===== src/rtl/spi_pkg.sv =====
// Shared constants for the SPI slave: default word length, FSM encoding and
// synchronizer depth.
package spi_pkg;
    localparam int SPI_M_DEFAULT = 16;
    localparam int SYNC_DEPTH    = 2;

    typedef enum logic [1:0] {
        IDLE    = 2'd0,
        LOAD_TX = 2'd1,
        SHIFT   = 2'd2
    } spi_state_e;
endpackage


===== src/rtl/spi_sync_edge.sv =====
// Multi-flop synchronizer with one extra stage for rise/fall detection.
// Every flop clears to 0. A frame already in progress at reset therefore never
// shows a LOAD fall, and the slave waits for the next one.
module spi_sync_edge
    import spi_pkg::*;
(
    input  logic clk,
    input  logic clr,
    input  logic d,
    output logic rise,
    output logic fall
);
    logic [SYNC_DEPTH-1:0] sync_q, sync_d;
    logic                  prev_q, prev_d;

    always_comb begin
        sync_d = {sync_q[SYNC_DEPTH-2:0], d};
        prev_d = sync_q[SYNC_DEPTH-1];
    end

    always_ff @(posedge clk or posedge clr) begin
        if (clr) begin
            sync_q <= '0;
            prev_q <= 1'b0;
        end else begin
            sync_q <= sync_d;
            prev_q <= prev_d;
        end
    end

    assign rise = sync_q[SYNC_DEPTH-1] & ~prev_q;
    assign fall = ~sync_q[SYNC_DEPTH-1] & prev_q;
endmodule


===== src/rtl/spi_slave.sv =====
// Oversampled SPI mode-0 slave: all SPI pins are sampled in the clk domain.
// Optional overrun flag (port ovr) is enabled with `define SPI_SLAVE_OVERRUN_EN.
module spi_slave
    import spi_pkg::*;
#(
    parameter int M = SPI_M_DEFAULT
) (
    input  logic         clk,
    input  logic         clr,
    input  logic         SCLK,
    input  logic         LOAD,
    input  logic         MOSI,
    output logic         MISO,
    input  logic [M-1:0] DI,
    input  logic         rd,
    output logic [M-1:0] DO,
    output logic         rx_vld,
    output logic         busy,
    output logic [7:0]   cb_bit
`ifdef SPI_SLAVE_OVERRUN_EN
    ,
    output logic         ovr
`endif
);
    logic sclk_rise, sclk_fall, load_rise, load_fall;

    spi_sync_edge u_sclk (.clk(clk), .clr(clr), .d(SCLK), .rise(sclk_rise), .fall(sclk_fall));
    spi_sync_edge u_load (.clk(clk), .clr(clr), .d(LOAD), .rise(load_rise), .fall(load_fall));

    // MOSI is delayed by the same depth as SCLK so data and edge line up.
    logic [SYNC_DEPTH-1:0] mosi_q, mosi_d;
    logic                  mosi_s;
    assign mosi_d = {mosi_q[SYNC_DEPTH-2:0], MOSI};
    assign mosi_s = mosi_q[SYNC_DEPTH-1];

    spi_state_e   state_q, state_d;
    logic [M-1:0] sr_tx_q, sr_tx_d, sr_rx_q, sr_rx_d, do_q, do_d, rx_next;
    logic [7:0]   cb_q, cb_d;
    logic         vld_q, vld_d, reload_q, reload_d, done;

    always_comb begin
        state_d  = state_q;
        sr_tx_d  = sr_tx_q;
        sr_rx_d  = sr_rx_q;
        do_d     = do_q;
        cb_d     = cb_q;
        reload_d = reload_q;
        done     = 1'b0;
        rx_next  = {sr_rx_q[M-2:0], mosi_s};
        case (state_q)
            IDLE: begin
                cb_d     = '0;
                reload_d = 1'b0;
                if (load_fall) state_d = LOAD_TX;
            end
            LOAD_TX: begin
                sr_tx_d  = DI;
                sr_rx_d  = '0;
                cb_d     = '0;
                reload_d = 1'b0;
                state_d  = SHIFT;
            end
            SHIFT: begin
                if (sclk_rise) begin
                    sr_rx_d = rx_next;
                    if (cb_q == 8'(M - 1)) begin
                        done     = 1'b1;
                        do_d     = rx_next;
                        cb_d     = '0;
                        reload_d = 1'b1;
                    end else begin
                        cb_d = cb_q + 8'd1;
                    end
                end
                // After a word boundary the next fall presents a fresh DI instead of shifting.
                if (sclk_fall) begin
                    if (reload_q) begin
                        sr_tx_d  = DI;
                        reload_d = 1'b0;
                    end else begin
                        sr_tx_d = sr_tx_q << 1;
                    end
                end
            end
            default: state_d = IDLE;
        endcase
        if (load_rise) begin
            state_d = IDLE;
            cb_d    = '0;
        end
        vld_d = done ? 1'b1 : (rd ? 1'b0 : vld_q);
    end

    always_ff @(posedge clk or posedge clr) begin
        if (clr) begin
            state_q  <= IDLE;
            sr_tx_q  <= '0;
            sr_rx_q  <= '0;
            do_q     <= '0;
            cb_q     <= '0;
            vld_q    <= 1'b0;
            reload_q <= 1'b0;
            mosi_q   <= '0;
        end else begin
            state_q  <= state_d;
            sr_tx_q  <= sr_tx_d;
            sr_rx_q  <= sr_rx_d;
            do_q     <= do_d;
            cb_q     <= cb_d;
            vld_q    <= vld_d;
            reload_q <= reload_d;
            mosi_q   <= mosi_d;
        end
    end

`ifdef SPI_SLAVE_OVERRUN_EN
    logic ovr_q, ovr_d;
    // A completion in the same clk as rd is a normal handoff, not an overrun.
    assign ovr_d = (done && vld_q && !rd) ? 1'b1 : (rd ? 1'b0 : ovr_q);

    always_ff @(posedge clk or posedge clr) begin
        if (clr) ovr_q <= 1'b0;
        else     ovr_q <= ovr_d;
    end

    assign ovr = ovr_q;
`endif

    assign MISO   = (state_q == SHIFT) & sr_tx_q[M-1];
    assign busy   = (state_q != IDLE);
    assign cb_bit = cb_q;
    assign DO     = do_q;
    assign rx_vld = vld_q;
endmodule


===== config.mk =====
export PLATFORM = sky130hd
export DESIGN_NAME = spi_slave
export DESIGN_NICKNAME = d
export VERILOG_FILES = /design/src/rtl/spi_pkg.sv /design/src/rtl/spi_sync_edge.sv /design/src/rtl/spi_slave.sv
export SDC_FILE = /design/constraint.sdc
export NUM_CORES = 1
export LEC_CHECK = 0
export CAP_MARGIN = 20
export CORE_ASPECT_RATIO = 1.2
export CORE_MARGIN = 5
export CORE_UTILIZATION = 52
export CTS_BUF_LIST = sky130_fd_sc_hd__clkbuf_8 sky130_fd_sc_hd__clkbuf_16
export CTS_CLUSTER_DIAMETER = 60
export CTS_CLUSTER_SIZE = 20
export DETAILED_ROUTE_END_ITERATION = 10
export PLACE_DENSITY = 0.79
export SYNTH_ARGS = -nofsm -noshare
export SYNTH_HDL_FRONTEND = slang
export SYNTH_SLANG_ARGS = --single-unit

===== constraint.sdc =====
create_clock -name clk -period 2.6 [get_ports clk]
set_clock_uncertainty 0.05 [all_clocks]
set_input_delay 0.52 -clock clk [delete_from_list [all_inputs] [get_ports clk]]
set_output_delay 0.52 -clock clk [all_outputs]
set_load 0.05 [all_outputs]

; ---- Yosys cells after proc, flatten, opt, wreduce, memory -nomap -nowiden
; Index checks and enable logic that the tools add are counted.
[totals]
reg_bits = 67
inputBits = 22
out_inout_bits = 27
wordCells = 64
[op_classes]
addsub = 1
eq_ne = 8
n_mux = 22
bitwise_logic = 9
reduce_logical = 12
[op_table]
columns = cell, n
row1 = two-way mux 16 bit, 2
row2 = one-hot mux 16 bit (2 select lines), 1
row3 = one-hot mux 15 bit (2 select lines), 1
row4 = two-way mux 8 bit, 3
row5 = one-hot mux 8 bit (2 select lines), 1
row6 = two-way mux 15 bit, 1
row7 = two-way mux 1 bit, 9
row8 = "adder 8 x 1 -> 8 bit, second input constant", 1
row9 = "== test 8 x 4 -> 1 bit, second input constant", 1
row10 = AND reduction 2 bit, 4
row11 = nonzero test 2 bit, 4
row12 = "inequality test 2 bit, second input constant", 3
row13 = "inequality test 3 bit, second input constant", 2
row14 = one-hot mux 2 bit (3 select lines), 1
row15 = bitwise AND 1 bit, 5
row16 = two-way mux 2 bit, 2
row17 = inverter 1 bit, 4
row18 = AND reduction 3 bit, 1
row19 = nonzero test 3 bit, 1
row20 = "== test 2 x 1 -> 1 bit, second input constant", 1
row21 = "== test 2 bit, second input constant", 1
row22 = logical NOT 2 bit, 1
row23 = one-hot mux 1 bit (2 select lines), 1
row24 = OR reduction 2 bit, 1

; ---- Logic depth before layout (Yosys ltp)
; Gate-level depths: netlist of the first run.
[logic_depth]
ltp_word = 6
ltp_mapped = 7

; ---- Cells and area by module
; A second synthesis of the first run with hierarchy kept.
[unflattened]
cells_unflattened = 259
area_unflattened_um2 = 2987.9
[modules_own_cells]
columns = module, instances, cells_per_inst, area_per_inst_um2, seq_area_each_um2
row1 = spi_slave, 1, 247, 2800.2, 1526.5
row2 = spi_sync_edge, 2, 6, 93.8, 75.1

; ---- Worst setup path after synthesis of the first run
; No wires, ideal clock.
[synth_path]
path_kind = register to register
from = register cb_q[0] (netlist: cb_bit[0])
to = register do_q[0] (netlist: DO[0])
setup_ns = 0.125
arrival_time_ns = 1.853
t_required_ns = 2.425
slack_ns = 0.572
stages_incl_launch_ff = 7
path_buffers = 1
synth_period_minus_slack_ns = 2.028
path_cell_list = dfrtp_1 -> ha_1 -> and3_1 -> and2_1 -> nand2_4 -> buf_6 -> mux2_4
[synth_via]
elab_chain_len = 2
[synth_lines]
columns = item, line_no
row1 = "start, declared", spi_slave.sv:38  ; logic [7:0] cb_q, cb_d;
row2 = "start signal, assigned", spi_slave.sv:100  ; cb_q <= '0;
row3 = "start signal, assigned", spi_slave.sv:109  ; cb_q <= cb_d;
row4 = == test 8 x 4 -> 1 bit, spi_slave.sv:66  ; if (cb_q == 8'(M - 1)) begin
row5 = AND reduction 3 bit (no source line), --
row6 = "end signal, assigned", spi_slave.sv:108  ; do_q <= do_d;
row7 = "end, declared", spi_slave.sv:37  ; logic [M-1:0] sr_tx_q, sr_tx_d, sr_rx_q, sr_rx_d, do_q, do_d, rx_next;
; No other way between the ends.
; A chain may end at the register's enable or synchronous reset.

; ---- Worst setup path in the final report of the first run
[layout_path]
from = register state_q[1]
to = output busy
[layout_via]
elab_chain_len = 1
[layout_lines]
columns = item, line_no
row1 = "start, declared", spi_slave.sv:36  ; spi_state_e state_q, state_d;
row2 = "start signal, assigned", spi_slave.sv:105  ; state_q <= state_d;
row3 = nonzero test 2 bit, spi_slave.sv:130  ; assign busy = (state_q != IDLE);
row4 = "end, declared", spi_slave.sv:18  ; output logic busy,
; No other way between the ends.

==> results of run 1 <==
==> stage by stage <==
step	util [%]	area (um^2)	hold WS (ns)	worst slack, ns
after floorplan	-	2740	0.281	0.347
after global placement	64.1	3330	0.282	0.590
after detailed placement	64.1	3330	0.286	0.567
after CTS	68.0	3530	0.304	0.190
after global routing	68.0	3530	0.309	0.134
final	68.0	3530	0.302	0.220
==> area by class of cell <==
type | instances | area [um^2]
clock inverter | 7 | 76.3
inverter | 5 | 18.8
timing repair buffer | 56 | 551
fill | 393 | 1660
tap | 62 | 77.6
multi-input combinational | 130 | 1000
sequential | 67 | 1680
clock buffer | 9 | 124
==> final timing paths <==
kind,depth (start not counted),to,startpoint,slack (ns)
worst max-delay path,2,busy,state_q[1],0.22
worst min-delay path,0,u_sclk.sync_q[1],u_sclk.sync_q[0],0.30
worst max register to register,5,DO[11],cb_bit[0],0.71
worst min register to register,0,u_sclk.sync_q[1],u_sclk.sync_q[0],0.30
max in group asynchronous,3,reload_q,clr,1.48
min in group asynchronous,2,rx_vld,clr,0.45
==> metal layers <==
layer	wire [um]	vias to the layer above	track usage (%)	part of all wire, %
li1	-	856	-	-
met1	2310	845	20.4	47
met2	2370	36	23.5	48
met3	173	8	3.53	3.5
met4	111	0	10.0	2.2
met5	0	-	0	0
==> cells by family after synthesis <==
| family | Yosys count | synth area share (%) |
|---|---|---|
| DFF | 67 | 61.3 |
| and+or+nand+nor | 46 | 8.83 |
| AOI/OAI and AO/OA | 45 | 11.4 |
| muxes | 32 | 13.7 |
| buffers and inverters | 13 | 2.29 |
| xor gates and xnor gates | 5 | 1.60 |
| adders and majority gates | 2 | 0.914 |
==> flip-flops by register name, indices dropped and copies added (netlist names) <==
register and flops:
rx_vld 1, state_q 2, u_sclk.prev_q 1, DO 16
reload_q 1, u_load.sync_q 2, mosi_q 2, cb_bit 8
u_sclk.sync_q 2, u_load.prev_q 1, sr_tx_q 16, sr_rx_q 15
==> power by group through the flow <==
stage,clock [uW],combinational (uW),sequential [uW]
after floorplan,0,464,1290
after global placement,0,617,1300
after detailed placement,0,629,1310
after CTS,886,633,1290
after global routing,931,694,1310
final,862,624,1290
==> critical path, stage by stage, from the launching register on <==
cell and delay [ns]:
dfrtp_1 0.45, or2_2 0.32, clkdlybuf4s50_1 0.71
==> layout by cell type (no fill, tap or decap), types with 2 or more instances in the layout <==
master	netlist	layout
o2111ai_1	2	2
inv_6	0	2
nor3_1	2	2
dfrtp_1	67	67
buf_4	1	8
mux2_4	9	9
clkbuf_8	0	9
nor2b_1	2	2
inv_1	5	4
and2_1	2	2
clkinvlp_4	0	2
nand2_1	21	21
xor2_1	5	5
a22o_1	15	15
clkdlybuf4s50_1	0	47
o21ba_2	2	2
mux2i_1	16	16
mux2_2	7	7
o21ai_0	20	20
ha_1	2	2
nor2_1	9	9
==> flow_summary.yaml, run 1 <==
run:
  max_cap_viol_count: 0
worst_setup_path:
  crit_type: "reg2out"
  critPathLaunchType: "flip-flop"
  worstSetupEndpointType: "primary output"
  arrival_ns: 1.81
  critical_path_required_ns: 2.03
  critical_path.max_fanout: 6
timing:
  relSlewSlack_pct: 65.7
  tightest_slew_ns: 0.513
  fin_crit_sh_pct: 91.6
  slew_violations: 0
  fmax_mhz: 420
  setup_viol: 0
  rsz0062_at_grt: "false"
  tns_ns: 0
  min_period_ns: 2.38
  hold_viol_final: 0
clocking:
  clockBufferDepth: 2
  cts_resized: 0
  cts_tree: "built"
  insertion_delay_ns: 0.34
  root_buffer: "clkbuf_8"
  hold_buffers: 0
  clk_pin_slew_ns: 0.07
  numClockSinks: 67
  h-tree-depth: 3
  post_cts_buffers: 0
  cts_buffers: 9
final_layout:
  nets: 293
  n_antenna_cell: 0
  drive_gt1_share_pct: 18.6
  final_cells: 336
  syn2layout_area_growth_pct: 28.9
synth:
  synth_area_leaders: "dfrtp_1 (61%), mux2i_1 (5.9%), mux2_4 (4.9%), a22o_1 (4.8%), o21ai_0 (3.7%)"
  syn-num-nets: 234
  synth-seq-area-share_pct: 61.3
  syn_area_um2: 2740
  synth_area_leader_cell: "dfrtp_1"
  yosys_register_bits: 67
  yosys.area.top_type_share_pct: 61.3
  synthTopCellsByCount: "dfrtp_1 (67), nand2_1 (21), o21ai_0 (20)"
  synth_area_per_cell_um2: 13.0
  synth-edff-count: 0
  yosys_warnings: 0
  synth.most_common_cell: "dfrtp_1"
  synth-main-ff-cell: "dfrtp_1"
  ys_types: 36
  synthCells: 210
  async_flop_share_pct: 100
detailed_routing:
  dr.pass1.iters: 4
  detail-route-antenna-nets: 0
  vias_per_cell: 5.19
  finalWirelength_um: 4970
  drc: 0
  vias: 1745
  wl_per_cell_um: 14.8
  drtIter0Drc: 96
die:
  pin_count: 49
  die_x_um: 76.2
  core_um2: 5190
  fp-row-count: 29
  start_util_pct: 52.7
  die-height_um: 89.5
  dieArea_um2: 6820
power_and_ir_drop:
  powerDensity_nw_per_um2: 786
  combPwrFrac_pct: 22.5
  seq_power_share_pct: 46.4
  swShare_pct: 31.3
  leakage_uw: 0.00165
  ir_drop_mv: 0.496
  p_switching_uw: 868
  clkPwrFrac_pct: 31.1
  power_uw: 2770
  p_int_uw: 1900
place:
  gp_congestion: 0.718
  dp_hpwl_um: 3380
  io_buffer_count: 48
  dp.cells: 320
global_routing:
  grt_pass1_wl_um: 8180
  grt_usage_pct: 15.5
  gr-total-overflow: 0
  grt_pass1_vias: 1707
  antenna_found_initial: 0
  grt_max_degree: 41
outcome:
  outcome: "finished, final reports clean"
hold_path:
  hold_path_class: "reg2reg"
Power figures use the tool's default switching activity.
==> run 2: changes to the inputs <==
--- a/config.mk
+++ b/config.mk
@@ -11,9 +11,9 @@
 export CORE_UTILIZATION = 52
 export CTS_BUF_LIST = sky130_fd_sc_hd__clkbuf_8 sky130_fd_sc_hd__clkbuf_16
 export CTS_CLUSTER_DIAMETER = 60
-export CTS_CLUSTER_SIZE = 20
 export DETAILED_ROUTE_END_ITERATION = 10
 export PLACE_DENSITY = 0.79
+export SKIP_LAST_GASP = 1
 export SYNTH_ARGS = -nofsm -noshare
 export SYNTH_HDL_FRONTEND = slang
 export SYNTH_SLANG_ARGS = --single-unit
==> results of run 2 <==
No change in the layout: final DEF, timing and power equal those of run 1.
